==> src/rtl/dac_sched_pkg.sv <==
// Shared types and constants for the DAC sample scheduler and its tick generator.
package dac_sched_pkg;

    localparam int unsigned DATA_W = 12;
    localparam int unsigned MODE_W = 2;

    typedef enum logic [1:0] {
        IDLE      = 2'd0,
        ARM       = 2'd1,
        WAIT_BUSY = 2'd2,
        WAIT_DONE = 2'd3
    } state_e;

    localparam logic [DATA_W-1:0] MIDSCALE  = 12'h800;
    localparam logic [MODE_W-1:0] CHMODE_ON = 2'b00;
    localparam logic [MODE_W-1:0] CHMODE_1K = 2'b01;

    // One channel's payload as handed to the DAC driver.
    typedef struct packed {
        logic [DATA_W-1:0] code;
        logic [MODE_W-1:0] mode;
    } dac_ch_t;

    localparam dac_ch_t CH_RESET = '{MIDSCALE, CHMODE_ON};

    // Two's complement to offset binary is a flip of the sign bit.
    function automatic logic [DATA_W-1:0] to_offset_bin(input logic [DATA_W-1:0] s);
        return s ^ MIDSCALE;
    endfunction

    function automatic logic [MODE_W-1:0] mode_for(input logic mute_bit);
        return mute_bit ? CHMODE_1K : CHMODE_ON;
    endfunction

endpackage

==> src/rtl/sample_tick_gen.sv <==
// Free-running divider emitting a registered one-cycle tick every SAMPLE_DIV clocks;
// the first tick appears SAMPLE_DIV cycles after reset is released.
module sample_tick_gen #(
    parameter int unsigned SAMPLE_DIV = 2500
) (
    input  logic clk,
    input  logic rst,
    output logic tick_o
);

    localparam int unsigned CNT_W = $clog2(SAMPLE_DIV);

    logic [CNT_W-1:0] cnt_q, cnt_d;
    logic             tick_q, tick_d;

    always_comb begin
        cnt_d  = cnt_q + CNT_W'(1);
        tick_d = 1'b0;
        if (cnt_q == CNT_W'(SAMPLE_DIV - 1)) begin
            cnt_d  = '0;
            tick_d = 1'b1;
        end
    end

    always_ff @(posedge clk) begin
        if (rst) begin
            cnt_q  <= '0;
            tick_q <= 1'b0;
        end else begin
            cnt_q  <= cnt_d;
            tick_q <= tick_d;
        end
    end

    assign tick_o = tick_q;

endmodule

==> src/rtl/dac_sample_scheduler.sv <==
// Snapshots filter outputs on each sample tick and handshakes them to the DAC driver.
// Optional TEST_PATTERN_EN adds test_en, which substitutes a per-tick ramp for the samples.
module dac_sample_scheduler
    import dac_sched_pkg::*;
#(
    parameter int unsigned SAMPLE_DIV   = 2500,
    parameter int unsigned BUSY_TIMEOUT = 64,
    parameter int unsigned OVR_W        = 8
) (
    input  logic              clk,
    input  logic              rst,
    input  logic [DATA_W-1:0] s0_data,
    input  logic              s0_valid,
    input  logic [DATA_W-1:0] s1_data,
    input  logic              s1_valid,
    input  logic [1:0]        mute,
    input  logic              clr_err,
    input  logic              working,
`ifdef TEST_PATTERN_EN
    input  logic              test_en,
`endif
    output logic              update,
    output logic [DATA_W-1:0] value0,
    output logic [DATA_W-1:0] value1,
    output logic [MODE_W-1:0] chmode0,
    output logic [MODE_W-1:0] chmode1,
    output logic              sample_tick,
    output logic              overrun,
    output logic              timeout,
    output logic [OVR_W-1:0]  ovr_cnt
);

    localparam int unsigned TMO_W = $clog2(BUSY_TIMEOUT + 1);

    logic tick;

    sample_tick_gen #(.SAMPLE_DIV(SAMPLE_DIV)) u_tick (
        .clk    (clk),
        .rst    (rst),
        .tick_o (tick)
    );

    state_e            state_q, state_d;
    logic [TMO_W-1:0]  tmo_q, tmo_d;
    logic [DATA_W-1:0] h0_q, h0_d, h1_q, h1_d;
    dac_ch_t           ch0_q, ch0_d, ch1_q, ch1_d;
    logic              update_q, update_d;
    logic              overrun_q, overrun_d;
    logic              timeout_q, timeout_d;
    logic [OVR_W-1:0]  ovr_cnt_q, ovr_cnt_d;
`ifdef TEST_PATTERN_EN
    logic [DATA_W-1:0] ramp_q, ramp_d;
`endif

    // Next-state, snapshot and error-flag logic.
    always_comb begin
        state_d   = state_q;
        tmo_d     = tmo_q;
        h0_d      = s0_valid ? s0_data : h0_q;
        h1_d      = s1_valid ? s1_data : h1_q;
        ch0_d     = ch0_q;
        ch1_d     = ch1_q;
        overrun_d = overrun_q;
        timeout_d = timeout_q;
        ovr_cnt_d = ovr_cnt_q;
`ifdef TEST_PATTERN_EN
        ramp_d    = ramp_q;
`endif

        // Clear first so a same-cycle drop still leaves a count of one.
        if (clr_err) begin
            overrun_d = 1'b0;
            timeout_d = 1'b0;
            ovr_cnt_d = '0;
        end
        if (tick && (state_q != IDLE)) begin
            overrun_d = 1'b1;
            if (ovr_cnt_d != {OVR_W{1'b1}}) begin
                ovr_cnt_d = ovr_cnt_d + OVR_W'(1);
            end
        end

        case (state_q)
            IDLE: begin
                if (tick) begin
                    // h*_d already carries a coincident strobe's data.
                    ch0_d.code = to_offset_bin(h0_d);
                    ch1_d.code = to_offset_bin(h1_d);
`ifdef TEST_PATTERN_EN
                    if (test_en) begin
                        ch0_d.code = ramp_q;
                        ch1_d.code = ~ramp_q;
                        ramp_d     = ramp_q + DATA_W'(1);
                    end
`endif
                    ch0_d.mode = mode_for(mute[0]);
                    ch1_d.mode = mode_for(mute[1]);
                    tmo_d      = '0;
                    state_d    = working ? WAIT_BUSY : ARM;
                end
            end
            ARM, WAIT_BUSY: begin
                if (working) begin
                    state_d = WAIT_DONE;
                end else if (tmo_q == TMO_W'(BUSY_TIMEOUT - 1)) begin
                    timeout_d = 1'b1;
                    state_d   = IDLE;
                end else begin
                    tmo_d = tmo_q + TMO_W'(1);
                end
            end
            WAIT_DONE: begin
                if (!working) begin
                    state_d = IDLE;
                end
            end
            default: state_d = IDLE;
        endcase

        update_d = (state_d == ARM) || (state_d == WAIT_BUSY);
    end

    always_ff @(posedge clk) begin
        if (rst) begin
            state_q   <= IDLE;
            tmo_q     <= '0;
            h0_q      <= '0;
            h1_q      <= '0;
            ch0_q     <= CH_RESET;
            ch1_q     <= CH_RESET;
            update_q  <= 1'b0;
            overrun_q <= 1'b0;
            timeout_q <= 1'b0;
            ovr_cnt_q <= '0;
`ifdef TEST_PATTERN_EN
            ramp_q    <= '0;
`endif
        end else begin
            state_q   <= state_d;
            tmo_q     <= tmo_d;
            h0_q      <= h0_d;
            h1_q      <= h1_d;
            ch0_q     <= ch0_d;
            ch1_q     <= ch1_d;
            update_q  <= update_d;
            overrun_q <= overrun_d;
            timeout_q <= timeout_d;
            ovr_cnt_q <= ovr_cnt_d;
`ifdef TEST_PATTERN_EN
            ramp_q    <= ramp_d;
`endif
        end
    end

    assign update      = update_q;
    assign value0      = ch0_q.code;
    assign value1      = ch1_q.code;
    assign chmode0     = ch0_q.mode;
    assign chmode1     = ch1_q.mode;
    assign sample_tick = tick;
    assign overrun     = overrun_q;
    assign timeout     = timeout_q;
    assign ovr_cnt     = ovr_cnt_q;

endmodule

==> config.mk <==
export PLATFORM = sky130hd
export DESIGN_NAME = dac_sample_scheduler
export DESIGN_NICKNAME = d
export VERILOG_FILES = /design/src/rtl/dac_sched_pkg.sv /design/src/rtl/sample_tick_gen.sv /design/src/rtl/dac_sample_scheduler.sv
export SDC_FILE = /design/constraint.sdc
export NUM_CORES = 1
export LEC_CHECK = 0
export CAP_MARGIN = 20
export CORE_UTILIZATION = 45
export DETAILED_ROUTE_END_ITERATION = 10
export GPL_TIMING_DRIVEN = 1
export HOLD_SLACK_MARGIN = 0.06
export PLACE_DENSITY = 0.72
export SYNTH_ARGS = -nofsm -noshare
export SYNTH_HDL_FRONTEND = slang
export SYNTH_SLANG_ARGS = --single-unit
==> constraint.sdc <==
create_clock -name clk -period 2.08 [get_ports clk]
set_clock_uncertainty 0.15 [all_clocks]
set_input_delay 0.208 -clock clk [delete_from_list [all_inputs] [get_ports clk]]
set_output_delay 0.208 -clock clk [all_outputs]
set_load 0.02 [all_outputs]
; ---- After elaboration in Yosys (flattened, before gate mapping)
; Index checks and enable logic that the tools add are counted.
; W data, S select, Z words.
[op_classes]
add_sub_neg = 3
n_eq_ne = 11
muxes = 24
n_bitwise = 2
n_reduce_logical = 10
[op_table]
columns = operator, n
row1 = $mux W12, 2
row2 = $mux W8, 3
row3 = $mux W7, 3
row4 = $pmux W7 S2, 1
row5 = $add A12 B1 Y12 const B, 1
row6 = $eq A12 B12 Y1 const B, 1
row7 = $mux W2, 5
row8 = $mux W1, 9
row9 = $add A8 B1 Y8 const B, 1
row10 = $ne A8 B8 Y1 const B, 1
row11 = $add A7 B1 Y7 const B, 1
row12 = $eq A7 B6 Y1 const B, 1
row13 = $eq A2 B2 Y1 const B, 3
row14 = $pmux W2 S3, 1
row15 = $reduce_bool A2 Y1, 3
row16 = $eq A2 B1 Y1 const B, 2
row17 = $ne A2 B2 Y1 const B, 2
row18 = $reduce_and A4 Y1, 1
row19 = $reduce_or A2 Y1, 2
row20 = $logic_not A2 Y1, 1
row21 = $ne A2 B1 Y1 const B, 1
row22 = $not A1 Y1, 2
row23 = $reduce_and A2 Y1, 1
row24 = $logic_and A1 B1 Y1, 1
row25 = $logic_or A1 B1 Y1, 1
[totals]
regBits = 85
inputBits = 32
output_inout_bits = 40
elab_cells = 64

; ---- Longest topological paths before layout
[logic_depth]
word_depth = 6
mapped_depth = 8
ltp_nobuf = 6

; ---- Cells and area by module
; From an unflattened synthesis, not the netlist that was laid out.
[hier_totals]
cells_unflattened = 367
area_unflattened_um2 = 3440.8
[modules_own_cells]
columns = mod, instances, cells_per_inst, area_per_inst_um2, seq_area_each_um2
row1 = dac_sample_scheduler, 1, 305, 2862.7, 1401.3
row2 = sample_tick_gen, 1, 62, 578.1, 260.2

; ---- Worst setup path after synthesis
; Ideal clock, no wire load.
[synth_path]
path_kind = reg-to-reg
startpoint = register ovr_cnt_q[0], in the netlist ovr_cnt[0]
endpoint = register ovr_cnt_q[1], in the netlist ovr_cnt[1]
setup_time_ns = 0.128
arrival_time_ns = 1.752
required_ns = 1.802
setup_slack_ns = 0.050
path_stages_with_launch = 7
n_path_buf = 0
synth_period_minus_slack_ns = 2.030
path_cell_list = dfxtp_1 nor2b_1 ha_1 nand2_2 o41ai_4 mux2i_1 nor2_1
[synth_between]
elab_chain_cells = 4
elab_cells_between_ends = 5
classes_between = add/sub: 1 / eq/ne: 1 / mux: 3
[synth_rtl]
columns = item, line
row1 = from (decl), dac_sample_scheduler.sv:50  ; logic [OVR_W-1:0] ovr_cnt_q, ovr_cnt_d;
row2 = from (signal assigned), dac_sample_scheduler.sv:148  ; ovr_cnt_q <= ovr_cnt_d;
row3 = $mux W8 (*), dac_sample_scheduler.sv:71  ; if (clr_err) begin
row4 = $add A8 B1 Y8 or $ne A8 B8 Y1 (tied branches), "dac_sample_scheduler.sv:79, dac_sample_scheduler.sv:78"
row5 = $mux W8 (*), dac_sample_scheduler.sv:78  ; if (ovr_cnt_d != {OVR_W{1'b1}}) begin
row6 = $mux W8 (*), dac_sample_scheduler.sv:76  ; if (tick && (state_q != IDLE)) begin
; Mark *: on every way between the ends. The rest lies on a longest branch, timed or not.
; A chain may end at the register's enable or synchronous reset.

; ---- Worst setup path after layout
[layout_path]
startpoint = register state_q[0]
endpoint = register tmo_q[4]
[layout_between]
elab_chain_cells = 4
elab_cells_between_ends = 10
classes_between = eq/ne: 5 / mux: 1 / reduce/logical: 4
[layout_rtl]
columns = item, line
row1 = from (decl), dac_sample_scheduler.sv:43  ; state_e state_q, state_d;
row2 = from (signal assigned), dac_sample_scheduler.sv:139  ; state_q <= state_d;
row3 = $eq A2 B1 Y1 or $eq A2 B2 Y1 (tied branches), dac_sample_scheduler.sv:83  ; case (state_q)
row4 = $reduce_or A2 Y1, dac_sample_scheduler.sv:83
row5 = $ne A2 B2 Y1 (no line) or $reduce_bool A2 Y1 (tied branches), --
row6 = $reduce_and A4 Y1 (no line), --
row7 = to (signal assigned), dac_sample_scheduler.sv:140  ; tmo_q <= tmo_d;
row8 = to (decl), dac_sample_scheduler.sv:44  ; logic [TMO_W-1:0] tmo_q, tmo_d;
; Parallel ways exist; a longest one is shown, timed or not.

==> qor.txt <==
========================================================================================
Worst path max stage delay                                                       0.42 ns
Global placer's final weighted congestion                                          0.837
Cell area after synthesis                                                     3440 sq um
Number of synthesized register bits                                                   83
Area Overhead vs Synth                                                             30.5%
Leakage dissipation                                                              1.71 nW
Worst path slowest cell                                                          dfxtp_1
Maximum frequency from static timing analysis                                  0.514 GHz
Placed wire-length estimate                                                      5090 um
Width of the die                                                                 89.4 um
CTS Root Buffer Type                                                            clkbuf_8
Setup Viol. Count Final                                                                0
TritonCTS clock tree                                                                 yes
Number of antenna violations at the first check in global routing                      0
Count of nets after finishing                                                        477
Setup Crit Path Kind                                                        flop to flop
Post-route DRC violation count                                                         0
Effective utilization at floorplan                                                 46.9%
Row cnt                                                                               31
Full die area                                                                 8000 sq um
Height of the die                                                                89.4 um
Unrepaired setup endpoints after global routing                                       no
Fraction of final layout cells sized beyond drive strength 1                       10.6%
Crit path cell chain                                                        inv_1 -> ha_2 -> mux2_4 -> nand2_2 -> or4_1 -> a21oi_1
Routed vias/inst                                                                    5.11
Crit path arrival time                                                           2.08 ns
Number of antenna-violating nets in the routed design                                  0
Seq/Total Area, Yosys                                                              48.3%
Final Critical Period                                                            1.94 ns
Outcome                                                                        completed
Detailed-route via count                                                           2,778
Pre-CTS setup slack                                                            -0.228 ns
Initial detailed-routing violation count                                              84
Final instance area                                                           4490 sq um
Number of clock sinks seen by CTS                                                     83
EDFF count, synth                                                                      0
Worst-path fanout max                                                                  8
Placed Instance Area                                                          4270 sq um
Endpoint required time on the critical path                                      2.22 ns
Yosys warning count                                                                    0
Number of slew-limit violations in the final report                                    0
Number of CTS-inserted buffers                                                         9
Hold violation count in the final report                                               0
All-Layer GR Usage                                                                 19.6%
Setup slack after layout                                                        0.135 ns
Fin Setup TNS                                                                       0 ns
Clk slew on worst S/H paths                                                      0.09 ns
Number of buffers added on ports                                                      69
Max rail drop VDD                                                                 504 uV
Area of the core                                                              7330 sq um
Via count of the first global-routing pass                                         2,634
Maximum clock path buffer count                                                        2
Ys async rst share                                                                    0%
Routed len/inst                                                                  13.3 um
Min-delay worst type                                                        input pin to flop
Count of cell types in the netlist                                                    51
Instance count of the mapped netlist                                                 367
Final global-route overflow total                                                      0
Post-Route Utilization                                                             61.2%
Largest net degree at the start of global routing                                     49
Wire length of the first global-routing pass                                   12,000 um
Main flop type after synthesis                                                   dfxtp_1
Endpoint class of the critical path                                                 flop
Number of hold buffers added after cts                                                 0
Antenna cells                                                                          0
Pwr/cell area                                                                674 nW/um^2
IO Pins                                                                               72
Average footprint of a synthesized cell                                       9.37 sq um
CTS H-tree lvls                                                                        3
Clk Latency, worst-skew pair                                                     0.35 ns
CP Launch Type                                                                      flop
Wirelength, routed                                                               7260 um
Post-route fraction of the period consumed by the critical path                    93.5%
Max-cap violations                                                                     0
Number of search-and-repair iterations in the first detailed-routing pass              4
========================================================================================
-- cells in the mapped netlist (all sizes together) (6+ instances only) --
cell,instances,area share [%]
inv,10,1.1
xor2,10,2.5
mux2i,29,8.4
buf,11,1.9
nor2,67,7.3
clkbuf,13,1.5
a211oi,25,5.5
dfxtp,83,48
a21oi,14,2.0
nand2b,7,1.3
nand3,9,1.5
nand2,21,2.4
nor2b,6,1.3
-- cells in the final DEF, fill, tap and decap left out, drive strengths merged, types with 2 or more instances in the layout --
master,n
a211oi,25
a21oi,14
and2,3
and3,2
and4,2
buf,17
clkbuf,10
clkdlybuf4s50,68
clkinv,2
conb,2
dfxtp,83
ha,5
inv,12
mux2i,29
nand2,21
nand2b,7
nand3,9
nand3b,3
nand4,5
nand4b,2
nor2,67
nor2b,6
nor3,4
nor4b,2
o21ai,5
o21bai,2
o31ai,3
o32a,2
o32ai,2
or2,2
or3,4
or4,3
xor2,10
-- critical path: cells and delay by family, from the launching register on --
kind | cells | cell delay [ns]
compound gates | 1 | 0.15
buf+inv | 1 | 0.07
mux | 1 | 0.19
fa+ha+maj | 1 | 0.40
flops | 1 | 0.42
simple gates | 2 | 0.50
-- per-layer routing --
| layer | global-route usage, % | routed length [um] | vias to the layer above |
|---|---|---|---|
| li1 | - | - | 1424 |
| met1 | 25.4 | 3450 | 1293 |
| met2 | 31.6 | 3420 | 49 |
| met3 | 4.16 | 230 | 12 |
| met4 | 8.23 | 155 | 0 |
| met5 | 0 | 0 | - |
-- layout make-up --
type                            instances  area [sq um]
Fill cell                             621          2840
Sequential cell                        83          1660
Multi-Input combinational cell        251          1640
Timing Repair Buffer                   85           818
Clock buffer                           10           138
Tap cell                               99           124
Clock inverter                          6          72.6
Inverter                               10          37.5
-- through the flow --
stage               power [W]  cells  hold slack [ns]
floorplan             0.00177    368            0.194
global placement      0.00185    528            0.269
detailed placement    0.00185    528            0.282
CTS                   0.00306    544            0.125
global route          0.00315    544            0.163
finish                0.00302    544            0.139
-- sequential cells by signal, summed over array words and instances (netlist names), 2 cells and up --
| name | cells |
|---|---|
| h0_q | 12 |
| h1_q | 12 |
| u_tick.cnt_q | 12 |
| value0 | 12 |
| value1 | 12 |
| ovr_cnt | 8 |
| tmo_q | 7 |
| state_q | 2 |
-- what timing repair did --
item                                   CTS  global route
endpoints found under the hold margin    0             0
setup endpoints to repair                0             9
resized for setup                        0             2
buffers inserted                         0             0
-- logic make-up (layout without fill, tap and decap cells) --
| logic type | Yosys count | after routing | synth area share (%) |
|---|---|---|---|
| xor gates and xnor gates | 11 | 11 | 2.80 |
| and+or+nand+nor | 144 | 144 | 21.2 |
| DFF | 83 | 83 | 48.3 |
| buffers and inverters | 34 | 111 | 4.44 |
| muxes | 30 | 30 | 8.88 |
| AOI/OAI and AO/OA | 59 | 59 | 12.4 |
| adders and majority gates | 5 | 5 | 1.82 |
| other | 1 | 2 | 0.109 |
-- worst paths after layout --
path | startpoint | cells past startpoint | slack, ns | end
worst min register to register | u_tick.cnt_q[0] | 1 | 0.29 | u_tick.cnt_q[0]
worst max register to register | state_q[0] | 6 | 0.14 | tmo_q[4]
worst min-delay path | rst | 2 | 0.14 | overrun
worst max-delay path | state_q[0] | 6 | 0.14 | tmo_q[4]
-- report_power, final --
| group | leakage, nW | total [W] | internal, W | switching, W |
|---|---|---|---|---|
| sequential | 0.674 | 0.00163 | 0.00162 | 0.0000107 |
| clock | 0.103 | 0.00121 | 0.000600 | 0.000609 |
| combinational | 0.931 | 0.000185 | 0.0000972 | 0.0000883 |
| total | 1.71 | 0.00302 | 0.00232 | 0.000708 |
No activity file was read; power rests on OpenSTA's default activity.
